File: config.mk
export PLATFORM = sky130hd
export DESIGN_NAME = mem_access_ctrl
export DESIGN_NICKNAME = d
export VERILOG_FILES = /design/src/rtl/mem_access_ctrl.sv
export SDC_FILE = /design/constraint.sdc
export NUM_CORES = 1
export LEC_CHECK = 0
export ABC_AREA = 1
export CAP_MARGIN = 20
export CORE_UTILIZATION = 32
export DETAILED_ROUTE_END_ITERATION = 8
export GPL_ROUTABILITY_DRIVEN = 1
export PLACE_DENSITY_LB_ADDON = 0.1
export SETUP_SLACK_MARGIN = 0.05
export SYNTH_ARGS = -nofsm -noshare
export SYNTH_HDL_FRONTEND = slang
export SYNTH_SLANG_ARGS = --single-unit
File: constraint.sdc
create_clock -name clk -period 1.85 [get_ports clk]
set_clock_uncertainty 0.15 [all_clocks]
set_input_delay 0.37 -clock clk [delete_from_list [all_inputs] [get_ports clk]]
set_output_delay 0.37 -clock clk [all_outputs]
set_load 0.01 [all_outputs]
File: src/rtl/mem_access_ctrl.sv
// Memory-stage access controller: issues one request per load/store, stalls the
// pipeline while the access is outstanding, and latches sticky alignment/timeout errors.
module mem_access_ctrl (
   input  logic        clk,
   input  logic        rst,
   input  logic        readEnM,
   input  logic        memWrtM,
   input  logic [15:0] aluFinalM,
   input  logic [15:0] wrtDataM,
   input  logic        mem_done,
   input  logic        mem_busy,
   input  logic [15:0] mem_rdata,
   output logic        mem_en,
   output logic        mem_wr,
   output logic [15:0] mem_addr,
   output logic [15:0] mem_wdata,
   output logic        stallM,
   output logic [15:0] rdDataM,
   output logic        accDoneM,
   output logic        errAlign,
   output logic        errTimeout,
   output logic [1:0]  dbg_state
);

   typedef enum logic [1:0] {
      IDLE = 2'd0,
      WAIT = 2'd1,
      DONE = 2'd2,
      ERR  = 2'd3
   } state_t;

   state_t     state;
   logic [3:0] wait_cnt;
   logic       is_load;
   logic       acc;
   logic       issue;

   // Request handshake: the memory accepts a request in any cycle where mem_en=1
   // and mem_busy=0; completion is the single-cycle mem_done strobe, honoured only in WAIT.
   assign acc       = readEnM | memWrtM;
   assign issue     = !rst && (state == IDLE) && acc && !aluFinalM[0] && !mem_busy;
   assign mem_en    = issue;
   assign mem_wr    = memWrtM;
   assign mem_addr  = aluFinalM;
   assign mem_wdata = wrtDataM;
   assign stallM    = !rst && (((state == IDLE) && acc) || (state == WAIT));
   assign dbg_state = state;

   always_ff @(posedge clk) begin
      if (rst) begin
         state      <= IDLE;
         wait_cnt   <= 4'd0;
         is_load    <= 1'b0;
         rdDataM    <= 16'h0000;
         accDoneM   <= 1'b0;
         errAlign   <= 1'b0;
         errTimeout <= 1'b0;
      end else begin
         accDoneM <= 1'b0;
         case (state)
            IDLE: begin
               if (acc) begin
                  if (aluFinalM[0]) begin
                     errAlign <= 1'b1;
                     state    <= ERR;
                  end else if (!mem_busy) begin
                     // A simultaneous read+write request is a store.
                     is_load  <= ~memWrtM;
                     wait_cnt <= 4'd0;
                     state    <= WAIT;
                  end
               end
            end
            WAIT: begin
               if (mem_done) begin
                  if (is_load) rdDataM <= mem_rdata;
                  accDoneM <= 1'b1;
                  wait_cnt <= 4'd0;
                  state    <= DONE;
               end else if (wait_cnt == 4'hF) begin
                  errTimeout <= 1'b1;
                  wait_cnt   <= 4'd0;
                  state      <= ERR;
               end else begin
                  wait_cnt <= wait_cnt + 4'd1;
               end
            end
            DONE: state <= IDLE;
            ERR:  state <= ERR;
            default: state <= IDLE;
         endcase
      end
   end

endmodule

# Yosys cells after proc, flatten, opt, wreduce, memory -nomap -nowiden
# Cells that the tools add are included.
# word_totals
regBits,26
output_inout_bits,56
word_cells,55
# classes
addsub,1
eq_ne,9
n_mux,13
bitwise_logic,6
reduce_logical,19
# ops
operator,n
$mux W4,5
$reduce_and A3 Y1,4
$mux W2,5
$pmux W2 S4,1
$pmux W4 S2,1
$reduce_and A4 Y1,2
$logic_and A1 B1 Y1,6
$ne A2 B2 Y1 const B,3
$not A1 Y1,5
$add A4 B1 Y4 const B,1
$eq A2 B2 Y1 const B,2
$eq A4 B4 Y1 const B,1
$logic_not A1 Y1,3
$ne A3 B2 Y1 const B,1
$ne A3 B3 Y1 const B,1
$eq A2 B1 Y1 const B,1
$logic_not A2 Y1,1
$reduce_bool A2 Y1,1
$reduce_or A2 Y1,1
$logic_or A1 B1 Y1,1
$mux W1,1
$or A1 B1 Y1,1

# Depth between registers and ports, before layout
# Gate-level depths: netlist of the first run.
# depth
ltp_word,5
ltp_mapped,7
depth_no_buf,6

# Least setup slack after synthesis of the first run
# Ideal clock, no wire load.
# synth_path
path_kind,reg-to-output
from,register state[0] (netlist: dbg_state[0])
to,output port mem_en
arrival_time_ns,0.966
setup_slack_ns,0.364
path_stages_with_launch,4
path_buffers,0
path_cell_list,dfxtp_1 -> nor2_1 -> nand4_1 -> nor2_1
# synth_between
elab_chain_len,5
# synth_rtl
item,line_no,text
from (decl),32,state_t state;
from (signal assigned),51,state <= IDLE;
from (signal assigned),65,state <= ERR;
from (signal assigned),70,state <= WAIT;
$logic_not A2 Y1,41,assign issue = !rst && (state == IDLE) && acc && !aluFinalM[0] && !mem_busy;
$logic_and A1 B1 Y1 (4 in series),41,
to (decl),13,"output logic mem_en,"
# No other way between the ends.

# Worst setup path in the final report of the first run
# layout_path
from,input port rst
to,output port stallM
# layout_between
elab_chain_len,2
# layout_rtl
item,line_no,text
from (decl),5,"input logic rst,"
$logic_not A1 Y1,46,assign stallM = !rst && (((state == IDLE) && acc) || (state == WAIT));
$logic_and A1 B1 Y1,46,
to (decl),17,"output logic stallM,"
# No other way between the ends.

==> results.cfg, run 1 <==
[detailed_routing]
firstDrtPassIters = 4
drt-wirelength-per-cell_microns = 12.2
vias = 1175
first_iter_violations = 22
viasPerCell = 4.50
drt_drc_violations_left = 0
antenna_left = 0
wl_microns = 3180

[global_route]
grt_pass1_wl_microns = 5150
antenna_found_initial = 0
grt_max_degree = 17
gr-total-overflow = 0
grt_pass1_vias = 1189
grt.total_usage_pct = 14.9

[sta]
fin_crit_ns = 1.68
timing.final.crit_share_pct = 90.7
fmax_mhz = 596
slew_violations = 0
setup_viol = 0
worst_pin_slew_ns = 0.302
setup_slack_ns = 0.172
slew_headroom_pct = 79.9
tns_ns = 0
rsz0062_at_grt = false
hold_viol = 0
whs_ns = 0.314

[hold_path]
hold_start = errAlign
hold_end = errAlign
hold_depth = 2
hold_path.class = register to register

[synth]
yosys.area.top_type = dfxtp_1
synth_area_per_cell_sq_um = 7.36
seq_area_frac_synth_pct = 39.3
synth_edf_count = 0
yosys_warnings = 0
yosysTopAreaCellShare_pct = 39.3
synth_cells = 180
synth_nets = 235
synth_cell_types = 20
synth_area_sq_um = 1330
yosys-top-cells-area = dfxtp_1 39%, buf_4 19%, nor2_1 12%, o21ai_0 5.3%, inv_1 4.2%
synth-seq-cells = 26
yosysMostFrequentCell = nor2_1
ys.flop_type = dfxtp_1
synthArstFlopShare_pct = 0
synth_common_cells = 42 x nor2_1, 33 x buf_4, 26 x dfxtp_1, 15 x inv_1, 15 x nand2_1

[setup_path]
crit_chain = clkdlybuf4s50_1, a21oi_1, clkbuf_2
reg2reg_depth = 7
critPathCaptureType = primary output
crit_path_start_kind = input port
slowest_delay_ns = 0.47
critical_path.max_fanout = 4
reg2reg_from = dbg_state[0]
crit_type = input port to primary output
r2r_end = rdDataM[3]
cp.required_ns = 1.33
worstPathArrival_ns = 1.16
rrSetupSlack_ns = 0.31
slowest_stage = clkdlybuf4s50_1

[place]
gp_congestion = 0.717
dp.final_hpwl_microns = 2470
pre_cts_slack_ns = -0.440
place_area_sq_um = 1690
port_buffers = 47

[clocking]
cts_sinks = 26
clk_latency_ns = 0.26
cts_tree = built
clockBufferDepth = 2
cts_max_level = 1
cts_hold_buf = 0
clockRootBuffer = clkbuf_8
cts.clk_slew.worst_paths_ns = 0.08
cts-buffers-inserted = 3

[pwr]
p_leak_nw = 0.792
p_per_area_nw_per_um2 = 673
peakVddDrop_mv = 0.277

[die]
core_area_sq_um = 4000
io_pins = 110
fp-row-count = 23
die_x_microns = 66.4
initial_core_util_pct = 33.1
dieArea_sq_um = 4400
dieHeight_microns = 66.4

[cells_and_area]
final_util_pct = 43.9
fillers = 418
nets = 268
multiInputGateArea_sq_um = 472
drive_gt1_share_pct = 15.2
final-seq-area_sq_um = 520
final_cell_area_sq_um = 1760
area_growth_pct = 32.5
insertedDiodeCount = 0

[run_status]
status = complete, no violations

[run]
maxCapViolCount = 0
[cell usage in the layout (no fill, tap or decap), drive strengths merged, types with 2 or more instances in the layout]
cell type / instances
nor2: 43
clkdlybuf4s50: 38
dfxtp: 26
buf: 19
o21ai: 18
nand2: 16
inv: 16
a21oi: 9
nand3: 7
dlygate4sd2: 4
clkbuf: 4
nand4: 3
nor3: 3
dlymetal6s2s: 2
[kinds of logic after synthesis]
group / count (synthesis) / synth area share [%]
AOI/OAI and AO/OA: 27 / 10.2
adders and majority gates: 1 / 0.944
buffers and inverters: 53 / 25.5
DFF: 26 / 39.3
and+or+nand+nor: 73 / 24.1
[worst max-delay path: cells and delay by family]
| kind | cells | cell delay, ns |
|---|---|---|
| compound gates | 1 | 0.16 |
| buf+inv | 2 | 0.62 |
[power breakdown]
group / internal (mW) / switching (mW)
clock network: 0.145 / 0.160
logic: 0.149 / 0.130
registers: 0.583 / 0.0148
[routing by layer]
metal | track usage (%) | vias up | wire (microns)
met4 | 5.59 | 0 | 54
met2 | 25.1 | 56 | 1460
met3 | 4.83 | 14 | 311
met5 | 0 | - | 0
li1 | - | 598 | -
met1 | 17.3 | 507 | 1360
[flip-flops by register name (all words and copies together) (netlist names)]
signal / count
errAlign: 1
dbg_state: 2
rdDataM: 16
errTimeout: 1
accDoneM: 1
is_load: 1
wait_cnt: 4
[stage by stage]
| stage | instances | power (mW) |
|---|---|---|
| finish | 261 | 1.18 |
| floorplan | 180 | 0.798 |
| CTS | 260 | 1.20 |
| global placement | 255 | 0.890 |
| detailed placement | 255 | 0.893 |
| global route | 261 | 1.25 |
[worst max path at each step]
stage | start | end | cells past startpoint
3_5_place_dp | memWrtM | stallM | 6
3_3_place_gp | memWrtM | mem_en | 6
5_1_grt | memWrtM | mem_en | 7
4_1_cts | dbg_state[0] | stallM | 4
2_1_floorplan | dbg_state[0] | mem_en | 3
6_report | rst | stallM | 3
[final cells by class]
cell class / count / area share (%)
flip-flops and latches: 26 / 29.7
repair buffers: 65 / 34.1
multi-input cells: 101 / 26.9
clock buffers: 3 / 2.35
well taps: 50 / 3.56
inverters: 16 / 3.42
[what timing repair did]
| action | 4_1_cts | 5_1_grt |
|---|---|---|
| pin swaps | 2 | 2 |
| setup endpoints to repair | 6 | 3 |
| setup buffers | 2 | 1 |
| gates resized for setup | 13 | 8 |
| gates cloned | 0 | 0 |
No activity file was read; power rests on OpenSTA's default activity.
==> inputs of run 2 (changes only) <==
CORE_MARGIN = 5   (was unset)
==> run 2 against run 1 <==
Against the previous run:
- critical path depth rose by 2
- register-to-register slack got worse by 0.05 ns
- worst setup slack got worse by 0.020 ns
- global-route usage fell by 2.6 points
- utilization rose by 0.063 points
- power rose by 13%
- sequential share of layout area barely moved
- largest cell class unchanged
- critical path type is now register to primary output
- clock power rose by 54%
- maximum frequency fell by 1.2%
- via count rose by 0.43%
- worst hold slack got worse by 0.0095 ns
==> results.cfg, run 2 (synthesis gave the netlist of run 1 again) <==
[run_status]
status = complete, no violations

[sta]
timing.final.crit_share_pct = 91.8
fmax_mhz = 589
whs_ns = 0.304
worst_pin_slew_ns = 0.278
slew_violations = 0
fin_crit_ns = 1.70
hold_viol = 0
slew_headroom_pct = 81.5
setup_viol = 0
rsz0062_at_grt = false

[setup_path]
worstPathArrival_ns = 1.18
reg2reg_depth = 8
cp.required_ns = 1.33
crit_type = register to primary output
rrSetupSlack_ns = 0.26
critPathCaptureType = primary output
crit_path_start_kind = register
reg2reg_from = dbg_state[1]
r2r_end = rdDataM[5]
critical_path.max_fanout = 5

[place]
port_buffers = 47
dp.final_hpwl_microns = 2480
placed_cells = 254
gp_congestion = 0.850

[clocking]
cts.clk_slew.worst_paths_ns = 0.09
clockBufferDepth = 2
cts_setup_buffers = 0
cts-buffers-inserted = 3
cts_max_level = 1
clockRootBuffer = clkbuf_8
cts_tree = built
cts_sinks = 26
cts_hold_buf = 0
clk_latency_ns = 0.27

[pwr]
peakVddDrop_mv = 0.449
p_per_area_nw_per_um2 = 762
p_leak_nw = 0.795

[global_route]
grt_pass1_vias = 1232
grt.total_usage_pct = 12.2
gr-total-overflow = 0
grt_pass1_wl_microns = 5390
antenna_found_initial = 0
grt_max_degree = 17

[cells_and_area]
final_common_cell = nor2_1
nets = 264
drive_gt1_share_pct = 14.4
insertedDiodeCount = 0
largest_reg_flops = 16
area_growth_pct = 32.7
regMostFlops = rdDataM
fillers = 399
final_cells = 258
final_util_pct = 43.9
layout_common_cells = 41 x nor2_1, 38 x clkdlybuf4s50_1, 26 x dfxtp_1

[die]
fp-row-count = 23
io_pins = 110
dieHeight_microns = 74.4
die_x_microns = 74.4
dieArea_sq_um = 5530
core_area_sq_um = 4000
initial_core_util_pct = 33.1

[hold_path]
hold_depth = 2
hold_path.class = register to register
hold_start = errAlign
hold_end = errAlign

[detailed_routing]
viasPerCell = 4.57
antenna_left = 0
firstDrtPassIters = 2
first_iter_violations = 38
vias = 1180
drt-wirelength-per-cell_microns = 12.5
wl_microns = 3230
drt_drc_violations_left = 0

[run]
maxCapViolCount = 0
run 2: cell count changes in the layout (fill, tap and decap cells not counted):
cell             before  now
buf_2                 1    2
clkbuf_2              1    0
dlymetal6s2s_1        2    3
bufinv_16             0    1
buf_4                17   14
clkdlybuf4s15_1       1    0
a21oi_2               0    1
a21oi_1               9    8
buf_6                 1    0
run 2: per-stage QoR:
step | TNS [ns] | cell area (sq um) | total power, mW | setup slack, ns
6_report | 0 | 1760 | 1.34 | 0.152
2_1_floorplan | 0 | 1330 | 0.798 | 0.364
3_5_place_dp | -1.11 | 1690 | 0.892 | -0.455
5_1_grt | 0 | 1760 | 1.41 | 0.0817
4_1_cts | -0.0768 | 1750 | 1.36 | -0.0768
3_3_place_gp | -1.08 | 1690 | 0.891 | -0.453
run 2: area by class of cell:
cell class	count	area [sq um]	area share [%]
clock buffer	3	41.3	2.35
clock inverter	1	30.0	1.71
inverter	16	60.1	3.42
multi-input combinational	101	475	27.0
sequential	26	520	29.6
tap	50	62.6	3.56
timing repair buffer	61	568	32.3
run 2: worst max-delay path by stage:
stage / cells past startpoint / to / slack (ns) / from
2_1_floorplan: 3 / mem_en / 0.36 / dbg_state[0]
3_3_place_gp: 6 / mem_en / -0.45 / memWrtM
3_5_place_dp: 6 / mem_en / -0.46 / memWrtM
4_1_cts: 6 / mem_en / -0.08 / readEnM
5_1_grt: 4 / mem_en / 0.08 / dbg_state[0]
6_report: 5 / stallM / 0.15 / dbg_state[1]
run 2: critical path: stages, from the launching register on:
cell,delay (ns)
dfxtp_1,0.33
buf_4,0.14
inv_1,0.10
nand2_4,0.06
a21oi_2,0.13
buf_2,0.14
run 2: what timing repair did:
| action | 4_1_cts | 5_1_grt |
|---|---|---|
| setup endpoints to repair | 6 | 2 |
| gates resized for setup | 14 | 7 |
| pin swaps | 1 | 3 |
| cloned | 0 | 0 |
run 2: metal layers:
| metal | routed length (microns) | GRT usage (%) |
|---|---|---|
| met5 | 0 | 0 |
| met4 | 141 | 6.92 |
| met3 | 414 | 5.41 |
| met2 | 1430 | 20.3 |
| met1 | 1250 | 13.0 |
run 2: power breakdown:
part / internal (mW) / total, mW / switching (mW)
clock: 0.289 / 0.470 / 0.181
sequential: 0.583 / 0.596 / 0.0132
combinational: 0.143 / 0.274 / 0.130
==> inputs of run 3 (changes only) <==
CTS_CLUSTER_SIZE = 40   (was unset)
==> results of run 3 <==
Same layout as run 2: the final DEF is identical, and so are final timing and power.
